File: src/rtl/memfifo_pkg.sv
// Shared definitions for the memfifo bridge: mode encodings, test-pattern
// constants and the checksum fold used by the test generator.
package memfifo_pkg;

    typedef enum logic [1:0] {
        MODE_USB  = 2'd0,
        MODE_FAST = 2'd1,
        MODE_SLOW = 2'd2,
        MODE_SEL  = 2'd3
    } mode_e;

    localparam int unsigned CNT_STEP = 111;
    localparam int unsigned CS_INIT  = 47;

    function automatic logic [6:0] cs_fold(input logic [13:0] cs);
        return cs[6:0] ^ cs[13:7];
    endfunction

endpackage

File: src/rtl/memfifo_testgen.sv
// Framed test-pattern byte generator with selectable tick rate, stall input
// and restart; one byte is offered (and consumed) whenever o_valid is high.
module memfifo_testgen #(
    parameter int unsigned RATE_DIV_W = 2,
    parameter int unsigned FRAME_LEN  = 16,
    parameter int unsigned CNT_STEP   = 111,
    parameter int unsigned CS_INIT    = 47
) (
    input  logic       i_clk,
    input  logic       i_reset,
    input  logic       i_en,
    input  logic       i_fast,
    input  logic       i_restart,
    input  logic       i_stall,
    output logic       o_valid,
    output logic [7:0] o_byte
);
    import memfifo_pkg::*;

    localparam int unsigned IW = $clog2(FRAME_LEN);

    logic [RATE_DIV_W-1:0] r_div;
    logic [IW-1:0]         r_i;
    logic [6:0]            r_cnt;
    logic [13:0]           r_cs;

    logic w_tick;
    logic w_last;
    logic w_sync;

    always_comb begin
        w_tick  = i_fast || (r_div == '0);
        w_last  = (r_i == IW'(FRAME_LEN - 1));
        w_sync  = r_i[0] || (r_i == IW'(FRAME_LEN - 2));
        o_valid = i_en && !i_restart && !i_stall && w_tick;
        o_byte  = w_last ? {1'b0, cs_fold(r_cs)} : {w_sync, r_cnt};
    end

    // Lost ticks are simply dropped: state only advances on a consumed byte.
    always_ff @(posedge i_clk) begin
        if (i_reset || i_restart) begin
            r_div <= '0;
            r_i   <= '0;
            r_cnt <= '0;
            r_cs  <= 14'(CS_INIT);
        end else begin
            r_div <= r_div + 1'b1;
            if (o_valid) begin
                r_i <= r_i + 1'b1;
                if (w_last) begin
                    r_cs <= 14'(CS_INIT);
                end else begin
                    r_cnt <= r_cnt + 7'(CNT_STEP);
                    // checksum accumulates the bytes exactly as emitted
                    r_cs  <= r_cs + {6'd0, o_byte};
                end
            end
        end
    end

endmodule

File: src/rtl/memfifo_bridge.sv
// EZ-USB <-> FIFO datapath: packs USB words (or test-pattern bytes) into FIFO
// words and unpacks FIFO words back into USB words; sticky error flags.
module memfifo_bridge #(
    parameter int unsigned USB_WIDTH  = 16,
    parameter int unsigned FIFO_WIDTH = 32,
    parameter int unsigned RATE_DIV_W = 2,
    parameter int unsigned FRAME_LEN  = 16,
    parameter int unsigned CNT_STEP   = memfifo_pkg::CNT_STEP,
    parameter int unsigned CS_INIT    = memfifo_pkg::CS_INIT
) (
    input  logic                  ifclk,
    input  logic                  reset,
    input  logic [1:0]            mode,
    input  logic                  fast_sel,
    input  logic [USB_WIDTH-1:0]  usb_do,
    input  logic                  usb_do_valid,
    output logic                  usb_do_ready,
    output logic [FIFO_WIDTH-1:0] fifo_di,
    output logic                  fifo_wren,
    input  logic                  fifo_full,
    input  logic                  fifo_wrerr,
    input  logic [FIFO_WIDTH-1:0] fifo_do,
    input  logic                  fifo_empty,
    output logic                  fifo_rden,
    input  logic                  fifo_rderr,
    output logic [USB_WIDTH-1:0]  usb_di,
    output logic                  usb_di_valid,
    input  logic                  usb_di_ready,
    output logic                  wrerr_sticky,
    output logic                  rderr_sticky,
    output logic [31:0]           words_written
);
    import memfifo_pkg::*;

    localparam int unsigned R      = FIFO_WIDTH / USB_WIDTH;
    localparam int unsigned NBYTES = FIFO_WIDTH / 8;
    localparam int unsigned IDX_W  = (NBYTES > 1) ? $clog2(NBYTES) : 1;
    localparam int unsigned CNT_W  = $clog2(R + 1);

    logic [1:0]            r_mode;
    logic [IDX_W-1:0]      r_idx;
    logic [FIFO_WIDTH-1:0] r_acc;
    logic                  r_pend;
    logic [FIFO_WIDTH-1:0] r_pend_data;
    logic [31:0]           r_words;
    logic                  r_wrerr;
    logic                  r_rderr;
    logic [FIFO_WIDTH-1:0] r_lanes;
    logic [CNT_W-1:0]      r_lcnt;

    logic                  w_mode_chg;
    logic                  w_fast;
    logic                  w_usb_acc;
    logic                  w_gen_acc;
    logic [7:0]            w_gen_byte;
    logic [IDX_W-1:0]      w_idx_cur;
    logic [FIFO_WIDTH-1:0] w_acc_cur;
    logic [FIFO_WIDTH-1:0] w_acc_nxt;
    logic                  w_fill;
    logic                  w_last;
    logic                  w_wr;
    logic                  w_take;
    logic                  w_load;

    assign w_mode_chg = (mode != r_mode);
    assign w_fast     = (mode == MODE_FAST) || ((mode == MODE_SEL) && fast_sel);

    memfifo_testgen #(
        .RATE_DIV_W (RATE_DIV_W),
        .FRAME_LEN  (FRAME_LEN),
        .CNT_STEP   (CNT_STEP),
        .CS_INIT    (CS_INIT)
    ) u_testgen (
        .i_clk     (ifclk),
        .i_reset   (reset),
        .i_en      (mode != MODE_USB),
        .i_fast    (w_fast),
        .i_restart (w_mode_chg),
        .i_stall   (r_pend),
        .o_valid   (w_gen_acc),
        .o_byte    (w_gen_byte)
    );

    assign usb_do_ready = (mode == MODE_USB) && !reset && !r_pend;
    assign w_usb_acc    = usb_do_valid && usb_do_ready;

    // A mode change discards the partial word; a word accepted in that same
    // cycle starts a fresh word in lane 0.
    always_comb begin
        w_idx_cur = w_mode_chg ? '0 : r_idx;
        w_acc_cur = w_mode_chg ? '0 : r_acc;
        w_acc_nxt = w_acc_cur;
        w_fill    = 1'b0;
        w_last    = 1'b0;
        if (w_usb_acc) begin
            w_acc_nxt[int'(w_idx_cur) * USB_WIDTH +: USB_WIDTH] = usb_do;
            w_fill = 1'b1;
            w_last = (w_idx_cur == IDX_W'(R - 1));
        end else if (w_gen_acc) begin
            w_acc_nxt[int'(w_idx_cur) * 8 +: 8] = w_gen_byte;
            w_fill = 1'b1;
            w_last = (w_idx_cur == IDX_W'(NBYTES - 1));
        end
    end

    assign w_wr          = r_pend && !fifo_full && !reset;
    assign fifo_wren     = w_wr;
    assign fifo_di       = r_pend_data;
    assign words_written = r_words;
    assign wrerr_sticky  = r_wrerr;
    assign rderr_sticky  = r_rderr;

    always_ff @(posedge ifclk) begin
        if (reset) begin
            r_mode      <= MODE_USB;
            r_idx       <= '0;
            r_acc       <= '0;
            r_pend      <= 1'b0;
            r_pend_data <= '0;
            r_words     <= '0;
            r_wrerr     <= 1'b0;
            r_rderr     <= 1'b0;
        end else begin
            r_mode <= mode;
            if (w_fill && w_last) begin
                r_idx       <= '0;
                r_acc       <= '0;
                r_pend      <= 1'b1;
                r_pend_data <= w_acc_nxt;
            end else begin
                r_idx <= w_fill ? (w_idx_cur + IDX_W'(1)) : w_idx_cur;
                r_acc <= w_acc_nxt;
                if (w_wr) begin
                    r_pend <= 1'b0;
                end
            end
            if (w_wr) begin
                r_words <= r_words + 32'd1;
            end
            if (fifo_wrerr) begin
                r_wrerr <= 1'b1;
            end
            if (fifo_rderr) begin
                r_rderr <= 1'b1;
            end
        end
    end

    // Unpacker: refill in the same cycle the last lane is taken, so FIFO words
    // stream back-to-back.
    assign usb_di       = r_lanes[USB_WIDTH-1:0];
    assign usb_di_valid = (r_lcnt != '0);
    assign w_take       = usb_di_valid && usb_di_ready;
    assign w_load       = ((r_lcnt == '0) || ((r_lcnt == CNT_W'(1)) && w_take))
                          && !fifo_empty && !reset;
    assign fifo_rden    = w_load;

    always_ff @(posedge ifclk) begin
        if (reset) begin
            r_lanes <= '0;
            r_lcnt  <= '0;
        end else if (w_load) begin
            r_lanes <= fifo_do;
            r_lcnt  <= CNT_W'(R);
        end else if (w_take) begin
            r_lanes <= r_lanes >> USB_WIDTH;
            r_lcnt  <= r_lcnt - CNT_W'(1);
        end
    end

endmodule

File: config.mk
export PLATFORM = sky130hd
export DESIGN_NAME = memfifo_bridge
export DESIGN_NICKNAME = d
export VERILOG_FILES = /design/src/rtl/memfifo_pkg.sv /design/src/rtl/memfifo_testgen.sv /design/src/rtl/memfifo_bridge.sv
export SDC_FILE = /design/constraint.sdc
export NUM_CORES = 1
export LEC_CHECK = 0
export CAP_MARGIN = 0
export CELL_PAD_IN_SITES_DETAIL_PLACEMENT = 1
export CELL_PAD_IN_SITES_GLOBAL_PLACEMENT = 1
export CORE_MARGIN = 2
export CORE_UTILIZATION = 40
export CTS_CLUSTER_SIZE = 28
export DETAILED_ROUTE_END_ITERATION = 7
export PLACE_DENSITY = 0.8
export SLEW_MARGIN = 20
export SYNTH_ARGS = -nofsm -noshare
export SYNTH_HDL_FRONTEND = slang
export SYNTH_SLANG_ARGS = --single-unit
File: constraint.sdc
create_clock -name ifclk -period 4.2 [get_ports ifclk]
set_clock_uncertainty 0.2 [all_clocks]
set_input_delay 0.42 -clock ifclk [delete_from_list [all_inputs] [get_ports ifclk]]
set_output_delay 0.42 -clock ifclk [all_outputs]
set_load 0.01 [all_outputs]
# == After elaboration in Yosys (flattened, before gate mapping) ==
# Cells that the tools add are included.
# op_classes
addsub,9
eq_ne,8
shifts,4
n_mux,19
bitwise,2
reduce_logical,34
# ops
operator,n
32-bit two-way mux,5
32-bit bitwise mux,2
6-bit negation with 34-bit output,1
"16-bit by 34-bit variable shift with 32-bit output, first input constant",1
16-bit by 34-bit indexed part select with 32-bit output,1
5-bit negation with 33-bit output,1
"8-bit by 33-bit variable shift with 32-bit output, first input constant",1
8-bit by 33-bit indexed part select with 32-bit output,1
"32-bit by 1-bit adder with 32-bit output, second input constant",1
14-bit by 8-bit adder with 14-bit output,1
1-bit logical AND,14
14-bit two-way mux,1
"4-bit == test, second input constant",2
2-bit two-way mux,4
8-bit two-way mux,1
2-bit nonzero test,4
"7-bit adder, second input constant",1
7-bit XOR,1
"2-bit by 1-bit == test with 1-bit output, second input constant",3
2-bit logical NOT,3
1-bit two-way mux,6
1-bit logical NOT,5
1-bit logical OR,5
"2-bit by 1-bit adder with 2-bit output, second input constant",2
other kinds (7),9
# totals
reg_bits,164
inputBits,59
output_inout_bits,86
word_cells,91

# == Logic depth before layout (Yosys ltp) ==
# logic_depth
ltp_word,9
mapped_depth,14
depth_no_buf,11

# == Hierarchy ==
# A second synthesis with hierarchy kept.
# unflattened
hier_cells,826
area_unflattened_um2,7568.5
# modules_own_cells
mod,n_inst,cells_each,area_each_um2,seq_area_each_um2
memfifo_bridge,1,620,5831.8,2582.5
memfifo_testgen,1,206,1736.7,540.5

# == Worst setup path before layout ==
# Ideal clock, no wire load.
# synth_timing
path_type,reg-to-reg
start,reg u_testgen.r_i[0]
end,reg u_testgen.r_cs[12]
setup_ps,59
arrival_ps,3115
t_required_ps,3941
slack_ps,826
path_stages_with_launch,14
n_path_buf,2
period_less_slack_ps,3374
path_cell_list,dfxtp_1 -> ha_1 -> and3_1 -> buf_2 -> buf_4 -> mux2i_1 -> ha_1 -> inv_1 -> fa_1 -> nor2b_1 -> o2111ai_1 -> a31o_2 -> or4b_1 -> nand2_1
# synth_via
elab_chain_cells,5
elab_cells_between_ends,6
classes_between,1 x add/sub; 2 x eq/ne; 2 x mux; 1 x reduce/logical
# synth_lines
element,line_no,rtl
start: declaration,memfifo_testgen.sv:23,logic [IW-1:0] r_i;
start signal: assignment,memfifo_testgen.sv:49,r_i <= r_i + 1'b1;
4-bit == test,memfifo_testgen.sv:34,w_sync = r_i[0] || (r_i == IW'(FRAME_LEN - 2));
1-bit logical OR,memfifo_testgen.sv:34,
8-bit two-way mux,memfifo_testgen.sv:36,"o_byte = w_last ? {1'b0, cs_fold(r_cs)} : {w_sync, r_cnt};"
14-bit by 8-bit adder with 14-bit output,memfifo_testgen.sv:55,"r_cs <= r_cs + {6'd0, o_byte};"
14-bit two-way mux (*),memfifo_testgen.sv:50,if (w_last) begin
end signal: assignment,memfifo_testgen.sv:45,r_cs <= 14'(CS_INIT);
end signal: assignment,memfifo_testgen.sv:51,r_cs <= 14'(CS_INIT);
end signal: assignment,memfifo_testgen.sv:55,
end: declaration,memfifo_testgen.sv:25,logic [13:0] r_cs;
# Mark *: on every way between the ends. The rest lies on a longest branch, timed or not.
# A chain may end at the register's enable or synchronous reset.

# == Worst setup path after layout ==
# layout_timing
start,in mode[0]
end,reg r_pend_data[23] (netlist: fifo_di[23])
# layout_via
elab_chain_cells,8
elab_cells_between_ends,34
classes_between,2 x add/sub; 5 x eq/ne; 4 x shift; 10 x mux; 13 x reduce/logical
# layout_lines
element,line_no,rtl
start: declaration,memfifo_bridge.sv:13,"input logic [1:0] mode,"
"parallel branches: the longest is 8 deep, another holds 6-bit negation with 34-bit output",--,
end signal: assignment,memfifo_bridge.sv:129,r_pend_data <= w_acc_nxt;
end: declaration,memfifo_bridge.sv:44,logic [FIFO_WIDTH-1:0] r_pend_data;
# Several ways; the timed one is not identified.

==> metrics.cfg <==
[logic_synthesis]
synth-main-ff-cell=dfxtp_1
synth_compound_gate_area_share_pct=20.12
yosysWarnings=0
synth_top_family_by_area=compound AO/OA/AOI/OAI gates
postSynthAreaPerCell_um2=9.048
synth-simple-area-share_pct=19.66
synth-seq-cells=164
mappedNetlistArea_um2=7935
synth_edf_count=0
synth_xor_area_share_pct=5.929
yosys.area_share.adder_pct=3.721
synth_cell_types=72
yosys-mux-area-fraction_pct=2.791
synth_cells=877
syn_nets=959
yosys-top-cells-area=dfxtp_1, nor2_1, ha_1, a221oi_1, nand2_1
netlist.top_cell.by_area=dfxtp_1
synth_top_area_share_pct=41.37
yosysSeqAreaShare_pct=41.37
async_flop_share_pct=0

[timing]
max_freq_mhz=289.1
tightestPinTransition_ns=0.9669
rsz0062_at_grt=no
hold_viol=0
finalSetupTns_ns=0
maxSlewHeadroom_pct=35.54
period_share_pct=82.37
drv_slew=0
period_minus_slack_ns=3.459
final.setup.worst_slack_ns=0.7407
setup_viol=0

[route]
vias=7207
totalWireLength_mm=25.01
ant_nets=0
drcViolationCount=0
dr.pass1.iters=4
viasPerCell=5.639
post_drt_wl_per_cell_um=19.57
drt_iter0_markers=454

[critical_path]
arrival_ns=3.53
path_buf_inv=3
r2r-end=u_testgen.r_cs[12]
crit_family=buffers and inverters
critPathMaxFanout=17
cp_cell_sequence=clkdlybuf4s50_1 -> xnor2_2 -> and2_1 -> buf_4 -> nand2_1 -> ha_1 -> and3b_1 -> buf_4 -> a31oi_1 -> nor3_1 -> a311oi_1 -> o21ai_1
required_ns=4.28
critPathCaptureType=flip-flop
slowest_delay_ns=0.56
reg2reg_depth=12
reg2reg_slack_ns=0.77
critical_path.startpoint_type=input pin
crit_top_cell=buf_4
critPathSlowestCell=clkdlybuf4s50_1
crit_type=input pin to flip-flop
worstReg2RegStart=u_testgen.r_i[0]

[clock_network]
cts_buffers=17
cts_hold_buf=0
cts_buffer_depth=2
cts.sinks=164
cts_resized=0
clkTransAtPathRegs_ns=0.06
cts_root_buffer=clkbuf_16
tritoncts=built
clk_latency_ns=0.43
htreeDepth=4
cts_setup_buffers=0

[pwr]
p_leak_uw=0.003546
p_switching_uw=985.8
powerDensity_nw_per_um2=358.4
clkPwrFrac_pct=42.9
intPower_uw=2645
switching_share_pct=27.15
seqPwrFrac_pct=45.0
worst_ir_drop_vdd_mv=0.2494
pwr-share-comb_pct=12.1

[final_layout]
fin_cells=1278
area_growth_pct=27.67
layout_commonest_cell=dfxtp_1
drive_gt1_share_pct=9.279
layout_common_cells=dfxtp_1, clkdlybuf4s50_1, nor2_1
antenna_cells=0
final_nets=1082

[placement]
dp_hpwl_mm=17.12
dp.cells=1246
routabilityCongestion=0.7881
io_buffers=144
place_ws_ns=0.4156

[die]
die_area_um2=20980
die_w_um=144.8
io_pins=145
core_um2=19460
num_rows=51
die_h_um=144.8
initial_core_util_pct=40.77

[worst_hold_path]
holdPathStages=1
min_to=u_testgen.r_div[0]
min-delay-start=u_testgen.r_div[0]
min_path_type=flip-flop to flip-flop

[flow_run]
max_cap_viol_count=0

[global_routing]
grt_util_all_layers_pct=23.63
grt_pass1_wl_mm=38.79
antenna_found_initial=2
grt_start_max_net_pins=40
overflow=0
grt_pass1_vias=7417

[run_status]
status=finished clean

## cell usage after synthesis, types with 7 or more instances
cell type / count
buf_4: 19
o211ai_1: 7
inv_1: 26
buf_2: 21
xor2_1: 28
clkbuf_1: 24
nor3b_1: 7
and3_1: 13
a221o_1: 7
nand3_1: 32
ha_1: 22
a221oi_1: 30
and4_1: 7
a21oi_1: 31
nor3_1: 29
o21ai_0: 35
nor2b_1: 13
xnor2_1: 22
o31ai_1: 12
nand4_1: 20
mux2i_1: 21
a32o_1: 7
nor2_1: 78
nand2_1: 66
a22o_1: 16
dfxtp_1: 164
nand2b_1: 7
a211oi_1: 21
a31oi_1: 12
## power groups by stage
stage / logic, uW / clock network (uW) / registers [uW]
6_report: 439 / 1560 / 1630
3_5_place_dp: 431 / 0 / 1670
2_1_floorplan: 277 / 0 / 1660
4_1_cts: 438 / 1570 / 1630
5_1_grt: 474 / 1650 / 1640
3_3_place_gp: 422 / 0 / 1660
## state kept, by name, indices dropped and copies added (netlist names)
register / flops
r_mode: 2
r_acc: 32
r_lanes: 32
wrerr_sticky: 1
u_testgen.r_i: 4
r_lcnt: 2
u_testgen.r_div: 2
rderr_sticky: 1
fifo_di: 32
r_pend: 1
r_idx: 2
words_written: 32
u_testgen.r_cnt: 7
u_testgen.r_cs: 14
## per-stage QoR
stage	util, %	hold WS (ns)	area (um^2)	power (uW)
floorplan	-	0.1925	7935	1936
detailed placement	49.08	0.2113	9552	2097
CTS	52.05	0.2351	10130	3644
finish	52.05	0.2416	10130	3631
global placement	49.08	0.2028	9552	2086
global route	52.05	0.2496	10130	3761
## layer usage
metal  vias up  wire length (um)  global-route usage, %
met1      3567             10810                  29.56
li1       3434                 -                      -
met5         -                 0                      0
met3        37              1200                  5.067
met4         0               599                  8.687
met2       169             12400                  40.02
## worst max-delay path by stage
stage                                start                  to  depth (start not counted)
after floorplan           u_testgen.r_i[0]  u_testgen.r_cs[12]                         13
after global placement             mode[0]         fifo_di[10]                         11
after detailed placement           mode[0]          fifo_di[2]                         10
after CTS                 u_testgen.r_i[0]  u_testgen.r_cs[12]                         12
after global routing               mode[0]         fifo_di[13]                         10
final                              mode[0]         fifo_di[23]                         12
## cells by family after synthesis
logic type | after synthesis
multiplexers | 22
XOR/XNOR | 52
buffers and inverters | 99
adder cells (fa/ha/maj) | 23
flip-flops | 164
AND/OR/NAND/NOR | 303
AO/OA/AOI/OAI | 214
## area by class of cell
type	count	area (um^2)
fillers	2222	9331
multi-input cells	614	4159
flip-flops and latches	164	3283
repair buffers	176	1677
clock buffers	19	442.9
well taps	265	331.6
clock inverters	13	136.4
inverters	27	101.3
No activity file was read; power rests on OpenSTA's default activity.
